### src/rtl/ctrl_link_pkg.sv
// Shared constants, state encoding and helpers for the 2-bit control link.
// The initiator side uses the same frame constants.
package ctrl_link_pkg;

    localparam int FRAME_BITS   = 144;
    localparam int PAYLOAD_BITS = 128;
    localparam int FRAME_DIBITS = 72;

    localparam logic [15:0] TRAILER = 16'hFFFF;

    typedef enum logic [2:0] {
        ST_IDLE = 3'd0,
        ST_RECV = 3'd1,
        ST_WAIT = 3'd2,
        ST_SEND = 3'd3,
        ST_SYNC = 3'd4
    } state_e;

    function automatic logic [15:0] sat_inc16(input logic [15:0] v);
        return (v == 16'hFFFF) ? v : v + 16'd1;
    endfunction

endpackage

### src/rtl/ctrl_dibit_serializer.sv
// Shifts a loaded 144-bit frame onto the link, MSB dibit first, one dibit per cycle.
// The shift register drains to zero, so the data output is idle-low without gating.
module ctrl_dibit_serializer
    import ctrl_link_pkg::*;
(
    input  logic                  sys_clk,
    input  logic                  rst_n,
    input  logic                  load,
    input  logic [FRAME_BITS-1:0] frame,
    output logic [1:0]            ctrl_tx_data,
    output logic                  ctrl_tx_en,
    output logic                  done
);

    localparam logic [6:0] LAST_DIBIT = 7'(FRAME_DIBITS - 1);

    logic [FRAME_BITS-1:0] sh_q, sh_d;
    logic [6:0]            cnt_q, cnt_d;
    logic                  en_q, en_d;

    assign done         = en_q && (cnt_q == LAST_DIBIT);
    assign ctrl_tx_data = sh_q[FRAME_BITS-1 -: 2];
    assign ctrl_tx_en   = en_q;

    always_comb begin
        sh_d  = sh_q;
        cnt_d = cnt_q;
        en_d  = en_q;
        if (load) begin
            sh_d  = frame;
            cnt_d = 7'd0;
            en_d  = 1'b1;
        end else if (en_q) begin
            sh_d  = {sh_q[FRAME_BITS-3:0], 2'b00};
            cnt_d = cnt_q + 7'd1;
            if (done) en_d = 1'b0;
        end
    end

    always_ff @(posedge sys_clk or negedge rst_n) begin
        if (!rst_n) begin
            sh_q  <= '0;
            cnt_q <= '0;
            en_q  <= 1'b0;
        end else begin
            sh_q  <= sh_d;
            cnt_q <= cnt_d;
            en_q  <= en_d;
        end
    end

endmodule

### src/rtl/ctrl_package_responder.sv
// Far-end responder: deserializes and validates a control frame, then answers
// good frames with a latched response payload after a fixed turnaround.
module ctrl_package_responder
    import ctrl_link_pkg::*;
#(
    parameter int TURNAROUND = 4
) (
    input  logic                    sys_clk,
    input  logic                    rst_n,
    input  logic [1:0]              ctrl_rx_data,
    input  logic                    ctrl_rx_dv,
    output logic [1:0]              ctrl_tx_data,
    output logic                    ctrl_tx_en,
    input  logic                    rsp_en,
    input  logic [PAYLOAD_BITS-1:0] rsp_package_i,
    output logic [PAYLOAD_BITS-1:0] rx_package_o,
    output logic                    rx_valid,
    output logic                    rx_err,
    output logic                    busy,
    output logic [15:0]             frame_cnt,
    output logic [15:0]             err_cnt
);

    localparam logic [6:0] CNT_FULL  = 7'(FRAME_DIBITS);
    localparam logic [6:0] CNT_SAT   = 7'(FRAME_DIBITS + 1);
    localparam logic [7:0] WAIT_INIT = 8'(TURNAROUND - 1);

    state_e                  state_q, state_d;
    logic [FRAME_BITS-1:0]   shift_q, shift_d;
    logic [6:0]              dibit_cnt_q, dibit_cnt_d;
    logic [7:0]              wait_cnt_q, wait_cnt_d;
    logic [PAYLOAD_BITS-1:0] rsp_q, rsp_d;
    logic [PAYLOAD_BITS-1:0] rx_pkg_q, rx_pkg_d;
    logic                    rx_valid_q, rx_valid_d;
    logic                    rx_err_q, rx_err_d;
    logic                    busy_q, busy_d;
    logic [15:0]             frame_cnt_q, frame_cnt_d;
    logic [15:0]             err_cnt_q, err_cnt_d;
    logic                    dv_q;
    logic                    load;
    logic                    done;
    logic                    dv_rise;

    assign dv_rise = ctrl_rx_dv && !dv_q;

    always_comb begin
        state_d     = state_q;
        shift_d     = shift_q;
        dibit_cnt_d = dibit_cnt_q;
        wait_cnt_d  = wait_cnt_q;
        rsp_d       = rsp_q;
        rx_pkg_d    = rx_pkg_q;
        rx_valid_d  = 1'b0;
        rx_err_d    = 1'b0;
        frame_cnt_d = frame_cnt_q;
        err_cnt_d   = err_cnt_q;
        load        = 1'b0;
        case (state_q)
            ST_IDLE: begin
                if (ctrl_rx_dv) begin
                    shift_d     = {shift_q[FRAME_BITS-3:0], ctrl_rx_data};
                    dibit_cnt_d = 7'd1;
                    state_d     = ST_RECV;
                end
            end
            ST_RECV: begin
                if (ctrl_rx_dv) begin
                    shift_d = {shift_q[FRAME_BITS-3:0], ctrl_rx_data};
                    if (dibit_cnt_q < CNT_SAT) dibit_cnt_d = dibit_cnt_q + 7'd1;
                end else if (dibit_cnt_q == CNT_FULL && shift_q[15:0] == TRAILER) begin
                    rx_valid_d  = 1'b1;
                    rx_pkg_d    = shift_q[FRAME_BITS-1:16];
                    frame_cnt_d = frame_cnt_q + 16'd1;
                    rsp_d       = rsp_package_i;
                    wait_cnt_d  = WAIT_INIT;
                    state_d     = rsp_en ? ST_WAIT : ST_IDLE;
                end else begin
                    rx_err_d  = 1'b1;
                    err_cnt_d = sat_inc16(err_cnt_q);
                    state_d   = ST_IDLE;
                end
            end
            ST_WAIT: begin
                // Link is ours while answering; an incoming frame is lost.
                if (dv_rise) err_cnt_d = sat_inc16(err_cnt_q);
                if (wait_cnt_q == 8'd0) begin
                    load    = 1'b1;
                    state_d = ST_SEND;
                end else begin
                    wait_cnt_d = wait_cnt_q - 8'd1;
                end
            end
            ST_SEND: begin
                if (dv_rise) err_cnt_d = sat_inc16(err_cnt_q);
                if (done) state_d = ctrl_rx_dv ? ST_SYNC : ST_IDLE;
            end
            ST_SYNC: begin
                if (!ctrl_rx_dv) state_d = ST_IDLE;
            end
            default: state_d = ST_IDLE;
        endcase
        busy_d = (state_d == ST_RECV) || (state_d == ST_WAIT) || (state_d == ST_SEND);
    end

    always_ff @(posedge sys_clk or negedge rst_n) begin
        if (!rst_n) begin
            state_q     <= ST_IDLE;
            shift_q     <= '0;
            dibit_cnt_q <= '0;
            wait_cnt_q  <= '0;
            rsp_q       <= '0;
            rx_pkg_q    <= '0;
            rx_valid_q  <= 1'b0;
            rx_err_q    <= 1'b0;
            busy_q      <= 1'b0;
            frame_cnt_q <= '0;
            err_cnt_q   <= '0;
            dv_q        <= 1'b0;
        end else begin
            state_q     <= state_d;
            shift_q     <= shift_d;
            dibit_cnt_q <= dibit_cnt_d;
            wait_cnt_q  <= wait_cnt_d;
            rsp_q       <= rsp_d;
            rx_pkg_q    <= rx_pkg_d;
            rx_valid_q  <= rx_valid_d;
            rx_err_q    <= rx_err_d;
            busy_q      <= busy_d;
            frame_cnt_q <= frame_cnt_d;
            err_cnt_q   <= err_cnt_d;
            dv_q        <= ctrl_rx_dv;
        end
    end

    ctrl_dibit_serializer u_ser (
        .sys_clk      (sys_clk),
        .rst_n        (rst_n),
        .load         (load),
        .frame        ({rsp_q, TRAILER}),
        .ctrl_tx_data (ctrl_tx_data),
        .ctrl_tx_en   (ctrl_tx_en),
        .done         (done)
    );

    assign rx_package_o = rx_pkg_q;
    assign rx_valid     = rx_valid_q;
    assign rx_err       = rx_err_q;
    assign busy         = busy_q;
    assign frame_cnt    = frame_cnt_q;
    assign err_cnt      = err_cnt_q;

endmodule

### config.mk
export PLATFORM = sky130hd
export DESIGN_NAME = ctrl_package_responder
export DESIGN_NICKNAME = d
export VERILOG_FILES = /design/src/rtl/ctrl_link_pkg.sv /design/src/rtl/ctrl_dibit_serializer.sv /design/src/rtl/ctrl_package_responder.sv
export SDC_FILE = /design/constraint.sdc
export NUM_CORES = 1
export LEC_CHECK = 0
export CORE_MARGIN = 2
export CORE_UTILIZATION = 50
export CTS_CLUSTER_SIZE = 24
export DETAILED_ROUTE_END_ITERATION = 12
export HOLD_SLACK_MARGIN = 0.02
export PLACE_DENSITY = 0.76
export SETUP_SLACK_MARGIN = 0.2
export SYNTH_ARGS = -nofsm -noshare
export SYNTH_HDL_FRONTEND = slang
export SYNTH_SLANG_ARGS = --single-unit
export TNS_END_PERCENT = 1
### constraint.sdc
create_clock -name sys_clk -period 2.2 [get_ports sys_clk]
set_clock_uncertainty 0.15 [all_clocks]
set_input_delay 0.22 -clock sys_clk [delete_from_list [all_inputs] [get_ports sys_clk]]
set_output_delay 0.22 -clock sys_clk [all_outputs]
set_load 0.03 [all_outputs]
==> results.json, run 1 <==
{
  "status": "complete, but fails checks",
  "violations": "setup timing",
  "p_leak_nw": 18.22,
  "wl_mm": 71.27,
  "port_buffers": 299,
  "hpwlAfterDp_mm": 36.73,
  "wl_per_cell_microns": 19.34,
  "dp_cells": 3425,
  "drt-met1-wl_mm": 27.62,
  "r2r-start": "wait_cnt_q[5]$_DFFE_PN0P_",
  "hold_violations": 0,
  "diodes": 0,
  "grt_max_degree": 91,
  "clkLatencyLatePin_ns": 0.62,
  "yosysSeqAreaShare": 0.6179,
  "placementRows": 80,
  "worstRegToRegCells": 4,
  "crit_arrival_ns": 2.78,
  "crit_family": "simple AND/OR/NAND/NOR gates",
  "final_max_slew_viol_count": 0,
  "yosys_warnings": 0,
  "drtIter0Drc": 1625,
  "syn-num-nets": 2710,
  "synth_area_sq_um": 24220,
  "whs_endpoint": "shift_q[0]$_DFFE_PN0P_",
  "critPathKind": "flip-flop to flip-flop",
  "coreArea_sq_um": 47750,
  "dpl_cell_area_sq_um": 28280,
  "timing.final.crit_share": 1.106,
  "hp-class": "input port to flip-flop",
  "startpoint_type": "flip-flop",
  "synth_cell_types": 46,
  "timing.rr.end": "u_ser.sh_q[76]$_DFFE_PN0P_",
  "clkSinkCount": 598,
  "initial_core_util": 0.5073,
  "gp_congestion": 0.8012,
  "power.density_nw_per_um2": 699.1,
  "place_ws_ns": -0.07371,
  "wl_met2_mm": 35.73,
  "antenna_found_initial": 0,
  "power_mw": 23.73,
  "cts_made_buffers": 61,
  "cts_buffer_depth": 3,
  "detail-route-antenna-nets": 0,
  "synth-seq-cells": 598,
  "synth_top_area_frac": 0.6179,
  "critPathBufInv": 1,
  "worstPathMaxFanout": 20,
  "cts_root_buf": "clkbuf_16",
  "tightest_slew_ns": 1.130,
  "cap_violations": 0,
  "slowest_stage": "or4_4",
  "grt_pass1_vias": 20110,
  "rsz0062_at_grt": "yes",
  "via_per_inst": 5.470,
  "die_h_microns": 224.1,
  "grt_pass1_wl_mm": 103.8,
  "fillerInstances": 3215,
  "max_freq_ghz": 0.4110,
  "cpPeakStageDelay_ns": 0.62,
  "end_kind": "flip-flop",
  "ys_top_cells_by_area": "dfrtp_1, nand2_1, mux2i_1",
  "cts_tree": "built",
  "layout_setup_ws_ns": -0.2330,
  "syn_to_final_growth_pct": 40.12,
  "startpoint": "wait_cnt_q[5]$_DFFE_PN0P_",
  "worst_hold_slack_ns": 0.06280,
  "grt_use_total": 0.2570,
  "period_minus_slack_ns": 2.433,
  "maxUsedRoutingLayer": "met4",
  "slew_headroom": 0.2467,
  "via_count": 20160,
  "clk_pin_slew_ns": 0.06,
  "avgSynthCellArea_sq_um": 9.424,
  "netlist_instances": 2570,
  "path_cells": "or4_4 -> or3_4 -> bufbuf_16 -> a21oi_1",
  "design_area_sq_um": 33940,
  "io_pins": 300,
  "gr-total-overflow": 0,
  "min_from": "ctrl_rx_data[0]",
  "final_nets": 3165,
  "final_cells": 3686,
  "fp.dieW_microns": 224.1,
  "design.die.area_sq_um": 50220,
  "critPathRequiredTime_ns": 2.55,
  "met3_wirelength_mm": 4.944,
  "setup_violations": 84,
  "rrSetupSlack_ns": -0.23,
  "dr.pass1.iters": 5,
  "drc_errors": 0,
  "ir_drop_v": 0.0005958,
  "htreeDepth": 2,
  "layout-drive-gt1-share": 0.1977,
  "min_path_cells": 3,
  "synth_top_area_cell": "dfrtp_1"
}
==> cells in the final DEF (no fill, tap or decap), types with 14 or more instances in the layout <==
| cell | netlist | final |
|---|---|---|
| a21oi_1 | 133 | 114 |
| a21oi_2 | 0 | 19 |
| buf_12 | 0 | 26 |
| buf_16 | 0 | 21 |
| buf_4 | 2 | 46 |
| clkbuf_1 | 79 | 14 |
| clkbuf_16 | 0 | 71 |
| clkdlybuf4s50_1 | 0 | 132 |
| dfrtp_1 | 598 | 592 |
| dlygate4sd2_1 | 0 | 165 |
| dlygate4sd3_1 | 0 | 112 |
| mux2i_1 | 136 | 136 |
| nand2_1 | 1232 | 975 |
| nand2_2 | 0 | 173 |
| nand2_4 | 0 | 84 |
| nand4_1 | 22 | 22 |
| nor2_1 | 161 | 97 |
| nor2_2 | 0 | 30 |
| nor2_4 | 0 | 34 |
| xnor2_1 | 29 | 29 |
| xor2_1 | 14 | 14 |
==> cell usage after synthesis (all sizes together) <==
cell type and count:
a21boi 1, a21o 3, a21oi 133, a22o 2, a311oi 1, a31oi 3, a32oi 1, and2 2
and3 7, and4 3, buf 63, clkbuf 79, dfrtp 598, ha 6, inv 9, mux2 1
mux2i 136, nand2 1232, nand2b 3, nand3 18, nand4 22, nand4b 4, nor2 161, nor2b 3
nor3 11, nor3b 2, nor4 6, nor4b 2, o211a 1, o211ai 2, o21a 1, o21ai 3
o31ai 1, or2 1, or3 2, or3b 1, or4 3, xnor2 29, xor2 14
==> worst max path at each step <==
stage | endpoint | depth (start not counted)
5_1_grt | u_ser.sh_q[76]$_DFFE_PN0P_ | 6
3_5_place_dp | err_cnt[13]$_DFFE_PN0P_ | 7
2_1_floorplan | u_ser.sh_q[140]$_DFFE_PN0P_ | 10
4_1_cts | u_ser.sh_q[17]$_DFFE_PN0P_ | 5
6_report | u_ser.sh_q[76]$_DFFE_PN0P_ | 4
3_3_place_gp | err_cnt[8]$_DFFE_PN0P_ | 7
==> timing repair <==
action,in CTS,in global routing
gates cloned,15,12
pin swaps,191,216
setup endpoints to repair,589,431
gates resized for setup,357,364
hold buffers,113,1
buffers inserted,10,1
hold endpoints to repair,690,1
==> where the power goes <==
part           internal [mW]  switching, mW  total (mW)
combinational          0.653          0.751        1.40
clock                   6.46           4.36        10.8
sequential              11.2          0.268        11.5
total                   18.3           5.38        23.7
==> area by class of cell <==
type                    instances  area, sq um  share of cell area
well taps                     615        769.5             0.02267
clock buffers                  90         1808             0.05327
flip-flops and latches        598        14970              0.4412
multi-input cells            1826        10220              0.3011
clock inverters                19        274.0            0.008074
repair buffers                529         5847              0.1723
inverters                       9        46.29            0.001364
==> per-stage QoR <==
step                      utilization  TNS (ns)
final                          0.7108    -3.482
after detailed placement       0.5924    -2.312
after CTS                      0.6792  -0.01607
after global placement         0.5924   -0.4114
after global routing           0.7108    -12.00
after floorplan                     -    -6.316
==> registers in the layout (all words and copies together) (netlist names) <==
| name | flops |
|---|---|
| rx_package_o | 128 |
| dv_q | 1 |
| state_q | 3 |
| err_cnt | 16 |
| rx_err | 1 |
| u_ser.cnt_q | 7 |
| u_ser.ctrl_tx_en | 1 |
| rsp_q | 128 |
| shift_q | 144 |
| frame_cnt | 16 |
| busy | 1 |
| dibit_cnt_q | 7 |
| wait_cnt_q | 8 |
| rx_valid | 1 |
| u_ser.sh_q | 136 |
==> per-layer routing <==
metal  track usage  up-vias
met5             0        -
met4        0.1022        0
met3       0.05535      231
met2        0.4320      824
met1        0.3258    10040
li1              -     9071
==> logic make-up (layout without fill, tap and decap cells) <==
| family | count (synthesis) | after routing | share of synthesized area |
|---|---|---|---|
| xor+xnor | 43 | 43 | 0.01555 |
| compound gates | 152 | 152 | 0.03322 |
| simple gates | 1483 | 1488 | 0.2396 |
| flops | 598 | 598 | 0.6179 |
| buf+inv | 151 | 647 | 0.03399 |
| fa+ha+maj | 6 | 6 | 0.003100 |
| mux | 137 | 137 | 0.05667 |
==> tightest hold or removal path, cell delays in order <==
cell	delay, ns
clkdlybuf4s50_1	0.44
nand2_1	0.08
nand2_1	0.04
Power figures use the tool's default switching activity.
==> run 2, diff against run 1 <==
--- a/config.mk
+++ b/config.mk
@@ -6,12 +6,14 @@
 export NUM_CORES = 1
 export LEC_CHECK = 0
 export CORE_MARGIN = 2
-export CORE_UTILIZATION = 50
+export CORE_UTILIZATION = 52
+export CTS_BUF_LIST = sky130_fd_sc_hd__clkbuf_8
 export CTS_CLUSTER_SIZE = 24
 export DETAILED_ROUTE_END_ITERATION = 12
 export HOLD_SLACK_MARGIN = 0.02
-export PLACE_DENSITY = 0.76
+export PLACE_DENSITY = 0.78
 export SETUP_SLACK_MARGIN = 0.2
+export SLEW_MARGIN = 20
 export SYNTH_ARGS = -nofsm -noshare
 export SYNTH_HDL_FRONTEND = slang
 export SYNTH_SLANG_ARGS = --single-unit
==> run 2 against run 1 <==
Against the previous run: the run still ends with setup timing left; largest cell class unchanged; global-route usage is 1.7 points higher; sequential cell count is the same; first-iteration DRC count up 14%; worst hold slack gained 0.14 ns; cell area decreased by 1.9%; via count grew 2.9%; largest power group unchanged; power shrank 4.3%; clock-buffer cell count increased by 34; die area fell by 3.8%; sequential share of layout area grew 0.86 points.
==> results.json, run 2 (synthesis results as in run 1) <==
{
  "grt_use_total": 0.2743,
  "slew_headroom": 0.5494,
  "period_minus_slack_ns": 2.280,
  "rrSetupSlack_ns": -0.08,
  "grt_pass1_vias": 20700,
  "initial_core_util": 0.5236,
  "cpPeakStageDelay_ns": 0.51,
  "critPathKind": "flip-flop to flip-flop",
  "drc_errors": 0,
  "r2r-start": "wait_cnt_q[0]$_DFFE_PN0P_",
  "power_frac_seq": 0.505,
  "largest_reg_flops": 144,
  "final_core_util": 0.7196,
  "final_common_cell": "nand2_1",
  "min_path_cells": 3,
  "layout-drive-gt1-share": 0.1713,
  "end_kind": "flip-flop",
  "critPathRequiredTime_ns": 2.63,
  "drtIter0Drc": 1849,
  "cts_tree": "built",
  "clkLatencyLatePin_ns": 0.67,
  "hpwlAfterDp_mm": 37.04,
  "design_area_sq_um": 33290,
  "regMostFlops": "shift_q",
  "power.density_nw_per_um2": 682.3,
  "worstRegToRegCells": 6,
  "cap_violations": 0,
  "wl_per_cell_microns": 19.17,
  "crit_arrival_ns": 2.71,
  "coreArea_sq_um": 46260,
  "fillerInstances": 3004,
  "top_regs": "shift_q: 144 flops, u_ser.sh_q: 136 flops",
  "combPwrFrac": 0.062,
  "status": "complete, but fails checks",
  "max_freq_ghz": 0.4387,
  "min_from": "ctrl_rx_dv",
  "hold_violations": 0,
  "timing.rr.end": "u_ser.sh_q[108]$_DFFE_PN0P_",
  "clockPowerShare": 0.433,
  "antenna_found_initial": 1,
  "timing.final.crit_share": 1.036,
  "final_max_slew_viol_count": 0,
  "final_nets": 3222,
  "via_count": 20750,
  "startpoint_type": "flip-flop",
  "worst_hold_slack_ns": 0.2001,
  "port_buffers": 299,
  "p_switching_mw": 5.527,
  "whs_endpoint": "state_q[2]$_DFF_PN0_",
  "setup_violations": 91,
  "io_pins": 300,
  "cts_buffer_depth": 3,
  "gp_congestion": 0.8280,
  "clkSinkCount": 598,
  "place_ws_ns": -0.07991,
  "syn_to_final_growth_pct": 37.44,
  "via_per_inst": 5.508,
  "dpl_cell_area_sq_um": 28210,
  "fp.dieW_microns": 219.8,
  "cts_root_buf": "clkbuf_8",
  "grt_pass1_wl_mm": 105.2,
  "dr.pass1.iters": 8,
  "swShare": 0.2434,
  "cts_made_buffers": 96,
  "htreeDepth": 3,
  "p_leak_nw": 18.00,
  "violations": "setup timing",
  "placementRows": 79,
  "clk_pin_slew_ns": 0.07,
  "wl_mm": 72.21,
  "die_h_microns": 219.8,
  "final_cell_mix": "nand2_1, dfrtp_1, dlygate4sd2_1, mux2i_1, dlygate4sd3_1",
  "worstPathMaxFanout": 39,
  "tightest_slew_ns": 0.6759,
  "hp-class": "input port to flip-flop",
  "gr-total-overflow": 0,
  "design.die.area_sq_um": 48320,
  "detail-route-antenna-nets": 0,
  "rsz0062_at_grt": "yes",
  "slowest_stage": "or3_4",
  "layout_setup_ws_ns": -0.07962,
  "ir_drop_v": 0.0005369,
  "p_int_mw": 17.18,
  "grt_max_degree": 79,
  "path_cells": "inv_2 -> ha_4 -> or3b_4 -> or3_4 -> clkbuf_16 -> a21oi_1"
}
## run 2: changes by cell type in the layout (fill, tap and decap cells not counted), sizes merged, moves of 2 or more
cell         delta
buf             -2
bufbuf          -4
bufinv          -5
clkbuf         +39
clkinv          +8
clkinvlp        +4
diode           +2
dlygate4sd3    +22
inv            +27
## run 2: through the flow
stage | power (mW) | TNS, ns | cells
final | 22.71 | -2.880 | 3767
after floorplan | 12.02 | -6.316 | 2570
after detailed placement | 12.87 | -8.272 | 3421
after CTS | 22.76 | -1.148 | 3742
after global placement | 12.82 | -1.717 | 3421
after global routing | 23.53 | -8.247 | 3766
## run 2: worst max-delay path by stage
stage,start,to,slack (ns),cells after the start
finish,wait_cnt_q[0]$_DFFE_PN0P_,u_ser.sh_q[108]$_DFFE_PN0P_,-0.08,6
global route,wait_cnt_q[0]$_DFFE_PN0P_,u_ser.sh_q[44]$_DFFE_PN0P_,-0.14,7
CTS,wait_cnt_q[0]$_DFFE_PN0P_,u_ser.sh_q[104]$_DFFE_PN0P_,-0.05,7
detailed placement,dibit_cnt_q[0]$_DFFE_PN0P_,rx_package_o[88]$_DFFE_PN0P_,-0.08,10
global placement,ctrl_rx_dv,err_cnt[15]$_DFFE_PN0P_,-0.06,7
floorplan,wait_cnt_q[0]$_DFFE_PN0P_,u_ser.sh_q[140]$_DFFE_PN0P_,-0.06,10
## run 2: cell type report
type / count / area (sq um) / area share
tap: 607 / 759.5 / 0.02282
multi-input combinational: 1824 / 9523 / 0.2861
timing repair buffer: 550 / 5928 / 0.1781
inverter: 9 / 60.06 / 0.001804
timing repair inverter: 3 / 55.05 / 0.001654
sequential: 598 / 14970 / 0.4498
clock inverter: 50 / 277.8 / 0.008344
clock buffer: 124 / 1707 / 0.05127
antenna: 2 / 5.005 / 0.0001503
## run 2: layer usage
| layer | part of all wire | vias up | GRT usage |
|---|---|---|---|
| li1 | - | 9182 | - |
| met1 | 0.38 | 10160 | 0.3515 |
| met2 | 0.49 | 1098 | 0.4529 |
| met3 | 0.083 | 305 | 0.05728 |
| met4 | 0.050 | 0 | 0.1197 |
| met5 | 0 | - | 0 |
## run 2: power by group through the flow
| stage | clock network (mW) | registers, mW | logic, mW |
|---|---|---|---|
| after global routing | 10.5 | 11.5 | 1.55 |
| after CTS | 9.90 | 11.5 | 1.40 |
| after global placement | 0 | 11.6 | 1.18 |
| after detailed placement | 0 | 11.7 | 1.21 |
| after floorplan | 0 | 11.7 | 0.324 |
| final | 9.84 | 11.5 | 1.41 |
## run 2: repair_timing
action                                  CTS  global route
pin swaps                               246            13
gates resized for setup                 418           129
buffers inserted                          3             4
endpoints found under the hold margin   652             0
gates cloned                             10            19
endpoints found under the setup margin  597           440
hold buffers                            134             0
## run 2: worst max-delay path, delay by kind of cell (launching register included)
family / cells / cell delay (ns)
flip-flops: 1 / 0.40
AO/OA/AOI/OAI: 1 / 0.21
AND/OR/NAND/NOR: 2 / 0.95
adder cells (fa/ha/maj): 1 / 0.12
buffers and inverters: 2 / 0.34
==> run 3, diff against run 2 <==
--- a/config.mk
+++ b/config.mk
@@ -6,12 +6,13 @@
 export NUM_CORES = 1
 export LEC_CHECK = 0
 export CORE_MARGIN = 2
-export CORE_UTILIZATION = 52
+export CORE_UTILIZATION = 59
 export CTS_BUF_LIST = sky130_fd_sc_hd__clkbuf_8
 export CTS_CLUSTER_SIZE = 24
 export DETAILED_ROUTE_END_ITERATION = 12
+export GPL_TIMING_DRIVEN = 0
 export HOLD_SLACK_MARGIN = 0.02
-export PLACE_DENSITY = 0.78
+export PLACE_DENSITY = 0.84
 export SETUP_SLACK_MARGIN = 0.2
 export SLEW_MARGIN = 20
 export SYNTH_ARGS = -nofsm -noshare
==> constraint.sdc (replaced) <==
create_clock -name sys_clk -period 2.8 [get_ports sys_clk]
set_clock_uncertainty 0.15 [all_clocks]
set_input_delay 0.28 -clock sys_clk [delete_from_list [all_inputs] [get_ports sys_clk]]
set_output_delay 0.28 -clock sys_clk [all_outputs]
set_load 0.03 [all_outputs]
==> run 3 against run 2 <==
Against the previous run: the flow now finishes without violations; worst setup slack better by 0.29 ns; clock power down 21%; cell area is 5.8% lower; critical path depth is 4 higher; core utilization up 5.2 points.
==> results.json, run 3 (synthesis results as in run 1) <==
{
  "fin_setup_tns_ns": 0,
  "syn_to_final_growth_pct": 29.43,
  "final_cell_mix": "nand2_1, dfrtp_1, clkdlybuf4s50_1, nor2_1, mux2i_1",
  "layout-drive-gt1-share": 0.07712,
  "tightest_slew_ns": 0.8630,
  "design_area_sq_um": 31350,
  "grt_max_degree": 98,
  "cp_common_cell": "buf_6",
  "detail-route-antenna-nets": 0,
  "gp_congestion": 0.8260,
  "power.density_nw_per_um2": 567.9,
  "final_cells": 3700,
  "seq_area_sq_um": 14960,
  "dp_cells": 3407,
  "slowest_stage": "or3b_2",
  "wl_mm": 67.61,
  "status": "finished clean",
  "placementRows": 74,
  "ir_drop_v": 0.0005435,
  "antenna_found_initial": 4,
  "power_mw": 17.80,
  "fp.dieW_microns": 206.6,
  "critPathBufInv": 5,
  "regMostFlops": "shift_q",
  "critPathKind": "flip-flop to flip-flop",
  "critPathRequiredTime_ns": 3.19,
  "rsz0062_at_grt": "yes",
  "hp-class": "input port to flip-flop",
  "path_cells": "inv_1 -> ha_1 -> or3b_2 -> clkbuf_2 -> or3_1 -> buf_2 -> buf_6 -> buf_6 -> nor2_1 -> a21oi_1",
  "dpl_cell_area_sq_um": 28050,
  "crit_family": "simple AND/OR/NAND/NOR gates",
  "worstPathMaxFanout": 10,
  "grt_pass1_vias": 20800,
  "io_pins": 300,
  "timing.final.crit_share": 0.9256,
  "gr-total-overflow": 0,
  "design.die.area_sq_um": 42690,
  "top_regs": "shift_q: 144 flops, u_ser.sh_q: 136 flops",
  "crit_arrival_ns": 2.98,
  "wl_per_cell_microns": 18.27,
  "grt_use_total": 0.3197,
  "via_count": 20340,
  "cts_root_buf": "clkbuf_8",
  "htreeDepth": 3,
  "startpoint_type": "flip-flop",
  "slew_headroom": 0.4202,
  "final_max_slew_viol_count": 0,
  "cts_made_buffers": 97,
  "largest_reg_flops": 144,
  "initial_core_util": 0.5959,
  "clkSinkCount": 598,
  "final_nets": 3231,
  "final_common_cell": "nand2_1",
  "cts_buffer_depth": 3,
  "multi_input_area_sq_um": 8481,
  "worst_hold_slack_ns": 0.04283,
  "clkLatencyLatePin_ns": 0.68,
  "fillerInstances": 2515,
  "clk_pin_slew_ns": 0.06,
  "cap_violations": 0,
  "grt_pass1_wl_mm": 107.2,
  "setup_violations": 0,
  "coreArea_sq_um": 40650,
  "drc_errors": 0,
  "hold_violations": 0,
  "end_kind": "flip-flop",
  "p_leak_nw": 16.42,
  "period_minus_slack_ns": 2.592,
  "cts_tree": "built",
  "max_freq_ghz": 0.3858,
  "drtIter0Drc": 1906,
  "hpwlAfterDp_mm": 40.42,
  "cpPeakStageDelay_ns": 0.44,
  "dr.pass1.iters": 8,
  "die_h_microns": 206.6,
  "via_per_inst": 5.496,
  "port_buffers": 299
}
run 3: changes by cell type in the layout (fill, tap and decap cells not counted), sizes merged:
cell           delta
buf              -27
dlygate4sd3      -23
clkinv            -5
clkbuf           +67
inv               -1
diode             +2
clkdlybuf4s50   +166
clkdlybuf4s15     -1
clkinvlp          -2
or3               -3
dlygate4sd2     -165
run 3: per-layer routing:
layer,vias up,routed length (microns),GRT usage
li1,9182,-,-
met1,9993,26240,0.3932
met2,911,32990,0.5285
met3,247,5722,0.09560
met4,2,2648,0.1360
met5,-,8,0
run 3: power by group:
group	switching, mW	total [mW]	internal, mW
logic	0.547	1.04	0.490
registers	0.182	9.01	8.83
clock network	3.52	7.76	4.23
run 3: per-stage QoR:
step | setup slack [ns] | utilization
6_report | 0.2083 | 0.7712
4_1_cts | 0.1301 | 0.7690
3_3_place_gp | -23.98 | 0.6859
5_1_grt | 0.08970 | 0.7712
3_5_place_dp | -0.2308 | 0.6901
2_1_floorplan | 0.5326 | -
run 3: area by class of cell:
type,count,area share
Buffer,142,0.02634
Clock buffer,127,0.05576
Clock inverter,45,0.008063
Inverter,9,0.001157
Tap cell,532,0.02123
Sequential cell,598,0.4774
Multi-Input combinational cell,1821,0.2705
Antenna cell,4,0.0003193
Timing Repair Buffer,422,0.1392
run 3: tightest hold or removal path, stage by stage:
cell and delay, ns:
clkdlybuf4s50_1 0.40, nand2_1 0.08, nand2_1 0.06
run 3: repair_timing:
action | in CTS | in global routing
hold endpoints to repair | 281 | 0
buffers inserted | 0 | 3
gates cloned | 0 | 0
hold buffers | 114 | 0
pin swaps | 0 | 1
endpoints found under the setup margin | 276 | 411
resized for setup | 14 | 22
run 3: path summary, 6_finish.rpt:
kind / from / depth (start not counted) / slack (ns) / to
hold / removal: rsp_package_i[39] / 3 / 0.04 / rsp_q[39]$_DFFE_PN0P_
max in group asynchronous: rst_n / 7 / 0.59 / shift_q[78]$_DFFE_PN0P_
setup / recovery: wait_cnt_q[1]$_DFFE_PN0P_ / 10 / 0.21 / u_ser.sh_q[69]$_DFFE_PN0P_
setup reg to reg: wait_cnt_q[1]$_DFFE_PN0P_ / 10 / 0.21 / u_ser.sh_q[69]$_DFFE_PN0P_
hold reg to reg: rx_package_o[2]$_DFFE_PN0P_ / 2 / 0.31 / rx_package_o[2]$_DFFE_PN0P_
min in group asynchronous: rst_n / 4 / 0.08 / rsp_q[83]$_DFFE_PN0P_
